`src/rtl/axil_periph_demux.sv`:
```
// AXI4-Lite 1-to-N peripheral demux: fixed equal-size windows per slave,
// unmapped accesses answered locally with DECERR and counted (saturating).
module axil_periph_demux #(
  parameter  int N_SLAVES   = 4,
  parameter  int ADDR_WIDTH = 24,
  parameter  int DATA_WIDTH = 32,
  parameter  int WIN_WIDTH  = 16,
  localparam int STRB       = DATA_WIDTH/8
) (
  input  logic                           clk,
  input  logic                           rst,
  input  logic [ADDR_WIDTH-1:0]          awaddr,
  input  logic [2:0]                     awprot,
  input  logic                           awvalid,
  output logic                           awready,
  input  logic [DATA_WIDTH-1:0]          wdata,
  input  logic [STRB-1:0]                wstrb,
  input  logic                           wvalid,
  output logic                           wready,
  output logic [1:0]                     bresp,
  output logic                           bvalid,
  input  logic                           bready,
  input  logic [ADDR_WIDTH-1:0]          araddr,
  input  logic [2:0]                     arprot,
  input  logic                           arvalid,
  output logic                           arready,
  output logic [DATA_WIDTH-1:0]          rdata,
  output logic [1:0]                     rresp,
  output logic                           rvalid,
  input  logic                           rready,
  output logic [WIN_WIDTH-1:0]           m_awaddr,
  output logic [2:0]                     m_awprot,
  output logic [DATA_WIDTH-1:0]          m_wdata,
  output logic [STRB-1:0]                m_wstrb,
  output logic [WIN_WIDTH-1:0]           m_araddr,
  output logic [2:0]                     m_arprot,
  output logic [N_SLAVES-1:0]            m_awvalid,
  input  logic [N_SLAVES-1:0]            m_awready,
  output logic [N_SLAVES-1:0]            m_wvalid,
  input  logic [N_SLAVES-1:0]            m_wready,
  input  logic [N_SLAVES-1:0]            m_bvalid,
  output logic [N_SLAVES-1:0]            m_bready,
  output logic [N_SLAVES-1:0]            m_arvalid,
  input  logic [N_SLAVES-1:0]            m_arready,
  input  logic [N_SLAVES-1:0]            m_rvalid,
  output logic [N_SLAVES-1:0]            m_rready,
  input  logic [2*N_SLAVES-1:0]          m_bresp,
  input  logic [DATA_WIDTH*N_SLAVES-1:0] m_rdata,
  input  logic [2*N_SLAVES-1:0]          m_rresp,
  output logic [15:0]                    decerr_count
);
  localparam int IW = ADDR_WIDTH - WIN_WIDTH;
  localparam int XW = (N_SLAVES > 1) ? $clog2(N_SLAVES) : 1;
  typedef logic [N_SLAVES-1:0] vec_t;

  typedef enum logic [1:0] {W_IDLE, W_FWD, W_RESP, W_BACK} w_state_e;
  typedef enum logic [1:0] {R_IDLE, R_FWD, R_RESP, R_BACK} r_state_e;

  function automatic vec_t onehot(input logic [XW-1:0] i);
    onehot = vec_t'(1) << i;
  endfunction

  logic [N_SLAVES-1:0][1:0]            s_bresp, s_rresp;
  logic [N_SLAVES-1:0][DATA_WIDTH-1:0] s_rdata;
  assign s_bresp = m_bresp;
  assign s_rresp = m_rresp;
  assign s_rdata = m_rdata;

  logic [IW-1:0] aw_blk, ar_blk;
  logic          aw_hit, ar_hit;
  assign aw_blk = awaddr[ADDR_WIDTH-1:WIN_WIDTH];
  assign ar_blk = araddr[ADDR_WIDTH-1:WIN_WIDTH];
  assign aw_hit = 32'(aw_blk) < 32'(N_SLAVES);
  assign ar_hit = 32'(ar_blk) < 32'(N_SLAVES);

  w_state_e              w_state_q, w_state_d;
  logic [XW-1:0]         w_idx_q, w_idx_d;
  logic [WIN_WIDTH-1:0]  m_awaddr_q, m_awaddr_d;
  logic [2:0]            m_awprot_q, m_awprot_d;
  logic [DATA_WIDTH-1:0] m_wdata_q, m_wdata_d;
  logic [STRB-1:0]       m_wstrb_q, m_wstrb_d;
  vec_t                  m_awvalid_q, m_awvalid_d, m_wvalid_q, m_wvalid_d;
  vec_t                  m_bready_q, m_bready_d;
  logic                  bvalid_q, bvalid_d;
  logic [1:0]            bresp_q, bresp_d;

  r_state_e              r_state_q, r_state_d;
  logic [XW-1:0]         r_idx_q, r_idx_d;
  logic [WIN_WIDTH-1:0]  m_araddr_q, m_araddr_d;
  logic [2:0]            m_arprot_q, m_arprot_d;
  vec_t                  m_arvalid_q, m_arvalid_d, m_rready_q, m_rready_d;
  logic                  rvalid_q, rvalid_d;
  logic [1:0]            rresp_q, rresp_d;
  logic [DATA_WIDTH-1:0] rdata_q, rdata_d;

  logic [15:0] cnt_q, cnt_d;
  logic        w_acc, r_acc, w_decerr, r_decerr;
  logic [16:0] cnt_sum;

  // Gated by reset so the upstream readies read 0 while reset is held.
  assign w_acc = (w_state_q == W_IDLE) && awvalid && wvalid && rst;
  assign r_acc = (r_state_q == R_IDLE) && arvalid && rst;

  always_comb begin
    w_state_d   = w_state_q;
    w_idx_d     = w_idx_q;
    m_awaddr_d  = m_awaddr_q;
    m_awprot_d  = m_awprot_q;
    m_wdata_d   = m_wdata_q;
    m_wstrb_d   = m_wstrb_q;
    m_awvalid_d = m_awvalid_q;
    m_wvalid_d  = m_wvalid_q;
    m_bready_d  = m_bready_q;
    bvalid_d    = bvalid_q;
    bresp_d     = bresp_q;
    w_decerr    = 1'b0;
    case (w_state_q)
      W_IDLE: if (w_acc) begin
        w_idx_d    = aw_blk[XW-1:0];
        m_awaddr_d = awaddr[WIN_WIDTH-1:0];
        m_awprot_d = awprot;
        m_wdata_d  = wdata;
        m_wstrb_d  = wstrb;
        if (aw_hit) begin
          m_awvalid_d = onehot(aw_blk[XW-1:0]);
          m_wvalid_d  = onehot(aw_blk[XW-1:0]);
          w_state_d   = W_FWD;
        end else begin
          bvalid_d  = 1'b1;
          bresp_d   = 2'b11;
          w_decerr  = 1'b1;
          w_state_d = W_BACK;
        end
      end
      W_FWD: begin
        // AW and W retire independently; move on once both have handshaken.
        m_awvalid_d = m_awvalid_q & ~m_awready;
        m_wvalid_d  = m_wvalid_q & ~m_wready;
        if (m_awvalid_d == '0 && m_wvalid_d == '0) begin
          m_bready_d = onehot(w_idx_q);
          w_state_d  = W_RESP;
        end
      end
      W_RESP: if ((m_bvalid & m_bready_q) != '0) begin
        m_bready_d = '0;
        bvalid_d   = 1'b1;
        bresp_d    = s_bresp[w_idx_q];
        w_state_d  = W_BACK;
      end
      W_BACK: if (bready) begin
        bvalid_d  = 1'b0;
        bresp_d   = 2'b00;
        w_state_d = W_IDLE;
      end
      default: w_state_d = W_IDLE;
    endcase
  end

  always_comb begin
    r_state_d   = r_state_q;
    r_idx_d     = r_idx_q;
    m_araddr_d  = m_araddr_q;
    m_arprot_d  = m_arprot_q;
    m_arvalid_d = m_arvalid_q;
    m_rready_d  = m_rready_q;
    rvalid_d    = rvalid_q;
    rresp_d     = rresp_q;
    rdata_d     = rdata_q;
    r_decerr    = 1'b0;
    case (r_state_q)
      R_IDLE: if (r_acc) begin
        r_idx_d    = ar_blk[XW-1:0];
        m_araddr_d = araddr[WIN_WIDTH-1:0];
        m_arprot_d = arprot;
        if (ar_hit) begin
          m_arvalid_d = onehot(ar_blk[XW-1:0]);
          r_state_d   = R_FWD;
        end else begin
          rvalid_d  = 1'b1;
          rresp_d   = 2'b11;
          rdata_d   = '0;
          r_decerr  = 1'b1;
          r_state_d = R_BACK;
        end
      end
      R_FWD: begin
        m_arvalid_d = m_arvalid_q & ~m_arready;
        if (m_arvalid_d == '0) begin
          m_rready_d = onehot(r_idx_q);
          r_state_d  = R_RESP;
        end
      end
      R_RESP: if ((m_rvalid & m_rready_q) != '0) begin
        m_rready_d = '0;
        rvalid_d   = 1'b1;
        rresp_d    = s_rresp[r_idx_q];
        rdata_d    = s_rdata[r_idx_q];
        r_state_d  = R_BACK;
      end
      R_BACK: if (rready) begin
        rvalid_d  = 1'b0;
        rresp_d   = 2'b00;
        rdata_d   = '0;
        r_state_d = R_IDLE;
      end
      default: r_state_d = R_IDLE;
    endcase
  end

  // Both paths can hit DECERR in one cycle, so the step is 0..2.
  assign cnt_sum = {1'b0, cnt_q} + {15'd0, w_decerr} + {15'd0, r_decerr};
  assign cnt_d   = cnt_sum[16] ? 16'hFFFF : cnt_sum[15:0];

  always_ff @(posedge clk or negedge rst) begin
    if (!rst) begin
      w_state_q   <= W_IDLE;
      w_idx_q     <= '0;
      m_awaddr_q  <= '0;
      m_awprot_q  <= '0;
      m_wdata_q   <= '0;
      m_wstrb_q   <= '0;
      m_awvalid_q <= '0;
      m_wvalid_q  <= '0;
      m_bready_q  <= '0;
      bvalid_q    <= 1'b0;
      bresp_q     <= '0;
      r_state_q   <= R_IDLE;
      r_idx_q     <= '0;
      m_araddr_q  <= '0;
      m_arprot_q  <= '0;
      m_arvalid_q <= '0;
      m_rready_q  <= '0;
      rvalid_q    <= 1'b0;
      rresp_q     <= '0;
      rdata_q     <= '0;
      cnt_q       <= '0;
    end else begin
      w_state_q   <= w_state_d;
      w_idx_q     <= w_idx_d;
      m_awaddr_q  <= m_awaddr_d;
      m_awprot_q  <= m_awprot_d;
      m_wdata_q   <= m_wdata_d;
      m_wstrb_q   <= m_wstrb_d;
      m_awvalid_q <= m_awvalid_d;
      m_wvalid_q  <= m_wvalid_d;
      m_bready_q  <= m_bready_d;
      bvalid_q    <= bvalid_d;
      bresp_q     <= bresp_d;
      r_state_q   <= r_state_d;
      r_idx_q     <= r_idx_d;
      m_araddr_q  <= m_araddr_d;
      m_arprot_q  <= m_arprot_d;
      m_arvalid_q <= m_arvalid_d;
      m_rready_q  <= m_rready_d;
      rvalid_q    <= rvalid_d;
      rresp_q     <= rresp_d;
      rdata_q     <= rdata_d;
      cnt_q       <= cnt_d;
    end
  end

  assign awready      = w_acc;
  assign wready       = w_acc;
  assign arready      = r_acc;
  assign bvalid       = bvalid_q;
  assign bresp        = bresp_q;
  assign rvalid       = rvalid_q;
  assign rresp        = rresp_q;
  assign rdata        = rdata_q;
  assign m_awaddr     = m_awaddr_q;
  assign m_awprot     = m_awprot_q;
  assign m_wdata      = m_wdata_q;
  assign m_wstrb      = m_wstrb_q;
  assign m_araddr     = m_araddr_q;
  assign m_arprot     = m_arprot_q;
  assign m_awvalid    = m_awvalid_q;
  assign m_wvalid     = m_wvalid_q;
  assign m_bready     = m_bready_q;
  assign m_arvalid    = m_arvalid_q;
  assign m_rready     = m_rready_q;
  assign decerr_count = cnt_q;
endmodule

```
`config.mk`:
```
export PLATFORM = sky130hd
export DESIGN_NAME = axil_periph_demux
export DESIGN_NICKNAME = d
export VERILOG_FILES = /design/src/rtl/axil_periph_demux.sv
export SDC_FILE = /design/constraint.sdc
export NUM_CORES = 1
export LEC_CHECK = 0
export CAP_MARGIN = 0
export CORE_AREA = 2 2 159 161
export CTS_BUF_LIST = sky130_fd_sc_hd__clkbuf_16
export CTS_CLUSTER_DIAMETER = 200
export DETAILED_ROUTE_END_ITERATION = 16
export DIE_AREA = 0 0 161 163
export PLACE_DENSITY_LB_ADDON = 0.12
export SYNTH_ARGS = -nofsm -noshare
export SYNTH_HDL_FRONTEND = slang
export SYNTH_SLANG_ARGS = --single-unit
export TNS_END_PERCENT = 20
```
`constraint.sdc`:
```
create_clock -name clk -period 6.5 [get_ports clk]
set_input_delay 0.975 -clock clk [delete_from_list [all_inputs] [get_ports clk]]
set_output_delay 0.975 -clock clk [all_outputs]
set_load 0.02 [all_outputs]
```
==> results.ini, run 1 <==
[global_route]
use_met3_pct = 6.646
grt_pass1_wl_um = 39760
grtUsageMet2_pct = 33.71
antenna_found_initial = 3
busiest_layer = met2
use_met1_pct = 23.75
grt_pass1_vias = 7028
grt_max_degree = 71
grt_overflow_total = 0
track_usage_pct = 19.78

[clock_network]
clock_sinks = 156
worstSkewPairLatency_ns = 0.42
cts_buffer_depth = 2
cts.htree.levels = 4
cts_resized = 0
cts_tree = yes
post_cts_buffers = 0
path_clk_slew_ns = 0.07
numCtsBuffers = 17
cts-root-buf = clkbuf_16
hold_buffers = 0

[route]
post-route-drc-count = 0
drt_iter0_drc = 373
postRouteAntennaNets = 0
drt-total-wl_um = 26220
post_drt_via_cell_ratio = 4.588
vias = 6988
firstDrtPassIters = 6
wl_per_cell_um = 17.22

[setup_path]
cp-start-kind = primary input
critPathArrivalTime_ns = 4.33
worstPathCellList = buf_6, nand3_2, a21o_1, fa_1, inv_1, ha_1, nand2_1, nor3_1, nand3_1, o21ai_0
crit_family = simple AND/OR/NAND/NOR gates
critPathMaxFanout = 49
path_buf_inv = 2
crit_type = primary input to register
cp.required_ns = 6.83
slowest_delay_ns = 0.61
end_kind = register
slowest_stage = nor3_1

[synth]
synthArstFlopShare_pct = 100.0
synth_edf_count = 0
synthesis.instances = 785
avgSynthCellArea_sq_um = 9.648
yosysWarnings = 0
ys_seq_area_share_pct = 51.54
synth-main-ff-cell = dfrtp_1
ys_types = 52
syn_nets = 1058
synth-seq-cells = 156
syn-cell-area_sq_um = 7574

[placed_design]
dpl.hpwl_um = 19790
dp_slack_ns = 1.965
io_buffers = 411
dp.cells = 1491
place_area_sq_um = 11950
place_congestion = 0.8096

[floorplan]
fp.dieW_um = 161
die_h_um = 163
rows = 58
start_util_pct = 30.69
core_sq_um = 24670
dieArea_sq_um = 26240
ioPinCount = 412

[timing]
worstMarginPinSlew_ns = 0.8476
fin_skew_ns = 0.01318
grt_setup_unrepaired = false
setup_viol = 0
whs_ns = 0.4734
tns_ns = 0
drv_slew = 0
hold_violations = 0
period_needed_ns = 3.997
fin_crit_sh_pct = 61.50
relSlewSlack_pct = 42.75
max_freq_mhz = 250.2
setup_slack_ns = 2.503

[finish]
final_area_sq_um = 12540
fillCellCount = 2364
drive_above_1_share_pct = 7.131
register_area_sq_um = 3905
multiInputGateArea_sq_um = 3349
nets = 1453
area_growth_pct = 65.62
final_cell_count_no_fill = 1523

[outcome]
outcome = finished, final reports clean

[pwr]
irDropWorstVdd_v = 0.0002577
leakagePower_nw = 5.554
p_per_area_nw_per_um2 = 432.1

[hold_path]
hp-class = register to register

[run]
drv_cap = 0

[power by group]
part	internal [mW]	total (mW)	switching, mW
clock	0.580	1.03	0.449
combinational	1.30	2.79	1.49
sequential	1.36	1.60	0.241
total	3.24	5.42	2.18
[metal layers]
metal	vias to the layer above	wire length, um	share of wire [%]
met4	4	592	2.3
met5	-	27	0.10
li1	3407	-	-
met2	282	13120	50
met3	32	2210	8.4
met1	3263	10270	39
[registers in the layout, indices dropped and copies added, names as in the netlist, 2 cells and up]
name,cells
m_wdata,32
rdata,32
decerr_count,16
m_araddr,16
m_awaddr,16
m_arvalid,4
m_awvalid,4
m_bready,4
m_rready,4
m_wstrb,4
m_wvalid,4
m_arprot,3
m_awprot,3
bresp,2
r_idx_q,2
r_state_q,2
rresp,2
w_idx_q,2
w_state_q,2
[worst min-delay path, delay by kind of cell (launching register included)]
kind / cells / cell delay, ns
AND/OR/NAND/NOR: 2 / 0.11
flip-flops: 1 / 0.34
[placed cells by master (no fill, tap or decap), types with 6 or more instances in the layout]
cell               n
inv_6              8
nand3_1            8
mux4_2            36
inv_1             25
dfrtp_1          155
nand2b_1           6
o21ai_0           27
mux2i_1            8
nor2_1            21
o21ai_1           36
ha_1              11
nor2b_1            6
buf_4              9
nand2_1          330
clkbuf_16         17
clkdlybuf4s50_1  410
and3_1             6
[final timing paths]
kind	startpoint	to	slack (ns)	cells past startpoint
setup / recovery	rst	decerr_count[13]$_DFF_PN0_	2.50	10
hold / removal	m_wdata[16]$_DFFE_PN0P_	m_wdata[16]$_DFFE_PN0P_	0.47	2
setup reg to reg	r_state_q[0]$_DFFE_PN0P_	decerr_count[13]$_DFF_PN0_	2.76	11
hold reg to reg	m_wdata[16]$_DFFE_PN0P_	m_wdata[16]$_DFFE_PN0P_	0.47	2
max in group asynchronous	rst	m_awaddr[9]$_DFFE_PN0P_	4.74	2
min in group asynchronous	rst	m_awvalid[3]$_DFFE_PN0P_	0.49	1
[cell usage after synthesis (2+ instances only)]
master    instances  area, sq um
xnor2_1           4        35.03
nand4_1           2        12.51
o41ai_1           5        43.79
nand3b_1          2        15.01
a21o_1            2        15.01
o21ai_1          36        180.2
nand2b_1          6        37.54
mux2i_1           8        80.08
mux4_2           36        810.8
dfrtp_1         156         3904
a32o_1            2        20.02
a222oi_1          2        20.02
nand2_1         330         1239
o21ai_0          27        135.1
nor3_1            5        25.02
buf_6             4        45.04
a22o_1            2        17.52
or4b_1            2        20.02
xor2_1            5        43.79
nor3b_1           2        15.01
clkbuf_1         24        90.09
a31oi_1           2        12.51
a21oi_1           5        25.02
buf_1             3        11.26
and3_1            6        37.54
inv_1            25        93.84
buf_4             5        37.54
nor2b_1           6        37.54
nor2_1           21        78.83
nand3_1           8        40.04
o22ai_1           4        25.02
ha_1             11        137.6
buf_2             8        40.04
[cell families after synthesis]
group | synth area share (%)
simple gates | 21.41
compound gates | 7.616
fa+ha+maj | 2.082
mux | 12.06
flops | 51.54
buf+inv | 4.246
xor+xnor | 1.041
[area by class of cell]
type                    count  area share (%)
well taps                 330           3.292
diodes                      1         0.01995
clock inverters            14           1.337
repair buffers            420           33.35
flip-flops and latches    156           31.13
multi-input cells         559           26.70
clock buffers              17           3.392
inverters                  26          0.7781
[metrics by stage]
stage | total power [mW] | util [%]
floorplan | 3.245 | -
global route | 5.790 | 50.83
global placement | 4.431 | 48.42
detailed placement | 4.455 | 48.42
CTS | 5.505 | 50.83
finish | 5.420 | 50.84
Power figures use the tool's default switching activity.
==> inputs of run 2 (changes only) <==
--- a/config.mk
+++ b/config.mk
@@ -6,11 +6,11 @@
 export NUM_CORES = 1
 export LEC_CHECK = 0
 export CAP_MARGIN = 0
-export CORE_AREA = 2 2 159 161
+export CORE_AREA = 2 2 162 164
 export CTS_BUF_LIST = sky130_fd_sc_hd__clkbuf_16
 export CTS_CLUSTER_DIAMETER = 200
 export DETAILED_ROUTE_END_ITERATION = 16
-export DIE_AREA = 0 0 161 163
+export DIE_AREA = 0 0 164 166
 export PLACE_DENSITY_LB_ADDON = 0.12
 export SYNTH_ARGS = -nofsm -noshare
 export SYNTH_HDL_FRONTEND = slang
==> constraint.sdc (replaced) <==
create_clock -name clk -period 3.45 [get_ports clk]
set_input_delay 0.5175 -clock clk [delete_from_list [all_inputs] [get_ports clk]]
set_output_delay 0.5175 -clock clk [all_outputs]
set_load 0.02 [all_outputs]
==> run 2 against run 1 <==
Effect of this change: clock skew fell by 0.0012 ns; die area rose by 3.7%; clock power rose by 100%; non-clock buffer count rose by 9; register-to-register slack worse by 2.3 ns; cell area grew 1.3%; largest power group unchanged; via count unchanged; critical endpoint is now awready; worst hold slack worse by 0.25 ns; critical path type is now register to primary output; first-iteration DRC count is 16% lower.
==> results.ini, run 2 (synthesis results as in run 1) <==
[timing]
hold_violations = 0
worstMarginPinSlew_ns = 0.9693
fin_skew_ns = 0.01198
relSlewSlack_pct = 35.38
setup_viol = 0
period_needed_ns = 3.145
setup_slack_ns = 0.3047
fin_crit_sh_pct = 91.17
grt_setup_unrepaired = false
drv_slew = 0
max_freq_mhz = 317.9
whs_ns = 0.2203

[route]
postRouteAntennaNets = 0
wl_per_cell_um = 17.02
vias = 6988
post_drt_via_cell_ratio = 4.541
post-route-drc-count = 0
firstDrtPassIters = 4
drt-total-wl_um = 26200
drt_iter0_drc = 313

[floorplan]
start_util_pct = 29.57
die_h_um = 166
rows = 59
dieArea_sq_um = 27220
ioPinCount = 412
core_sq_um = 25620
fp.dieW_um = 164

[placed_design]
dpl.hpwl_um = 20280
io_buffers = 411
place_congestion = 0.7810
dp_slack_ns = -0.1533
dp.cells = 1505
place_area_sq_um = 12030

[clock_network]
path_clk_slew_ns = 0.07
numCtsBuffers = 17
cts_buffer_depth = 2
hold_buffers = 0
cts_tree = yes
worstSkewPairLatency_ns = 0.42
cts.htree.levels = 4
clock_sinks = 156
cts-root-buf = clkbuf_16

[pwr]
irDropWorstVdd_v = 0.0003399
p_per_area_nw_per_um2 = 823.3
leakagePower_nw = 5.636
power_mw = 10.46

[global_route]
grt_max_degree = 63
grt_pass1_vias = 7128
antenna_found_initial = 3
grt_overflow_total = 0
track_usage_pct = 19.09
grt_pass1_wl_um = 39880

[setup_path]
r2r_end = decerr_count[13]$_DFF_PN0_
slowest_stage = clkdlybuf4s50_1
end_kind = primary output
rrSetupSlack_ns = 0.45
worstPathCellList = inv_1, ha_1, nand4_2, buf_4, inv_2, clkdlybuf4s50_1
crit_family = buffers and inverters
cp-start-kind = register
r2r_start = w_state_q[0]$_DFFE_PN0P_
critPathMaxFanout = 59
critPathArrivalTime_ns = 2.63
slowest_delay_ns = 0.59
path_buf_inv = 4
crit_type = register to primary output
cp.required_ns = 2.93
r2r_cells = 11

[outcome]
outcome = finished, final reports clean

[finish]
final_area_sq_um = 12700
register_area_sq_um = 3905
final_cell_mix = clkdlybuf4s50_1, nand2_1, dfrtp_1
nets = 1462
final_common_cell = clkdlybuf4s50_1
area_growth_pct = 67.72
multiInputGateArea_sq_um = 3359
fillCellCount = 2428
drive_above_1_share_pct = 7.987
final_cell_count_no_fill = 1539

[run]
drv_cap = 0

[hold_path]
hp-class = primary input to async pin

==> run 2: cell types whose count changed in the layout (fill, tap and decap cells not counted), moves of 2 or more <==
| cell | change |
|---|---|
| inv_6 | -5 |
| buf_4 | +8 |
| bufinv_16 | +2 |
| inv_8 | +2 |
==> run 2: layer usage <==
metal  GRT usage [%]  vias up  wire length [um]
met3           5.295       27              2077
met2           33.23      285             13050
li1                -     3425                 -
met1           22.77     3249             10600
met5               0        -                16
met4           5.912        2               458
==> run 2: stage by stage <==
step,setup TNS [ns],util (%)
after floorplan,0,-
after global placement,-1.274,46.98
after detailed placement,-1.502,46.98
after CTS,0,49.53
after global routing,0,49.58
final,0,49.59
==> run 2: power breakdown <==
part / internal (mW) / switching [mW] / total, mW
registers: 2.57 / 0.559 / 3.13
clock network: 1.24 / 0.842 / 2.09
logic: 2.53 / 2.71 / 5.25
==> run 2: cell type report <==
cell class / instances / area share [%]
multi-input combinational: 559 / 26.45
clock buffer: 17 / 3.349
antenna: 2 / 0.03940
inverter: 26 / 0.7683
clock inverter: 15 / 1.793
sequential: 156 / 30.74
tap: 335 / 3.300
timing repair buffer: 429 / 33.56
==> run 2: worst max-delay path by stage <==
stage | startpoint | end | cells after the start
floorplan | w_state_q[0]$_DFFE_PN0P_ | decerr_count[0]$_DFF_PN0_ | 12
global placement | awaddr[19] | decerr_count[13]$_DFF_PN0_ | 10
detailed placement | awaddr[19] | decerr_count[13]$_DFF_PN0_ | 10
CTS | w_state_q[0]$_DFFE_PN0P_ | decerr_count[13]$_DFF_PN0_ | 11
global route | w_state_q[0]$_DFFE_PN0P_ | wready | 6
finish | w_state_q[0]$_DFFE_PN0P_ | awready | 6
==> run 2: timing repair <==
action                                  4_1_cts  5_1_grt
setup buffers                                 0        0
endpoints found under the setup margin        0       13
endpoints found under the hold margin         0        0
resized for setup                             0        2
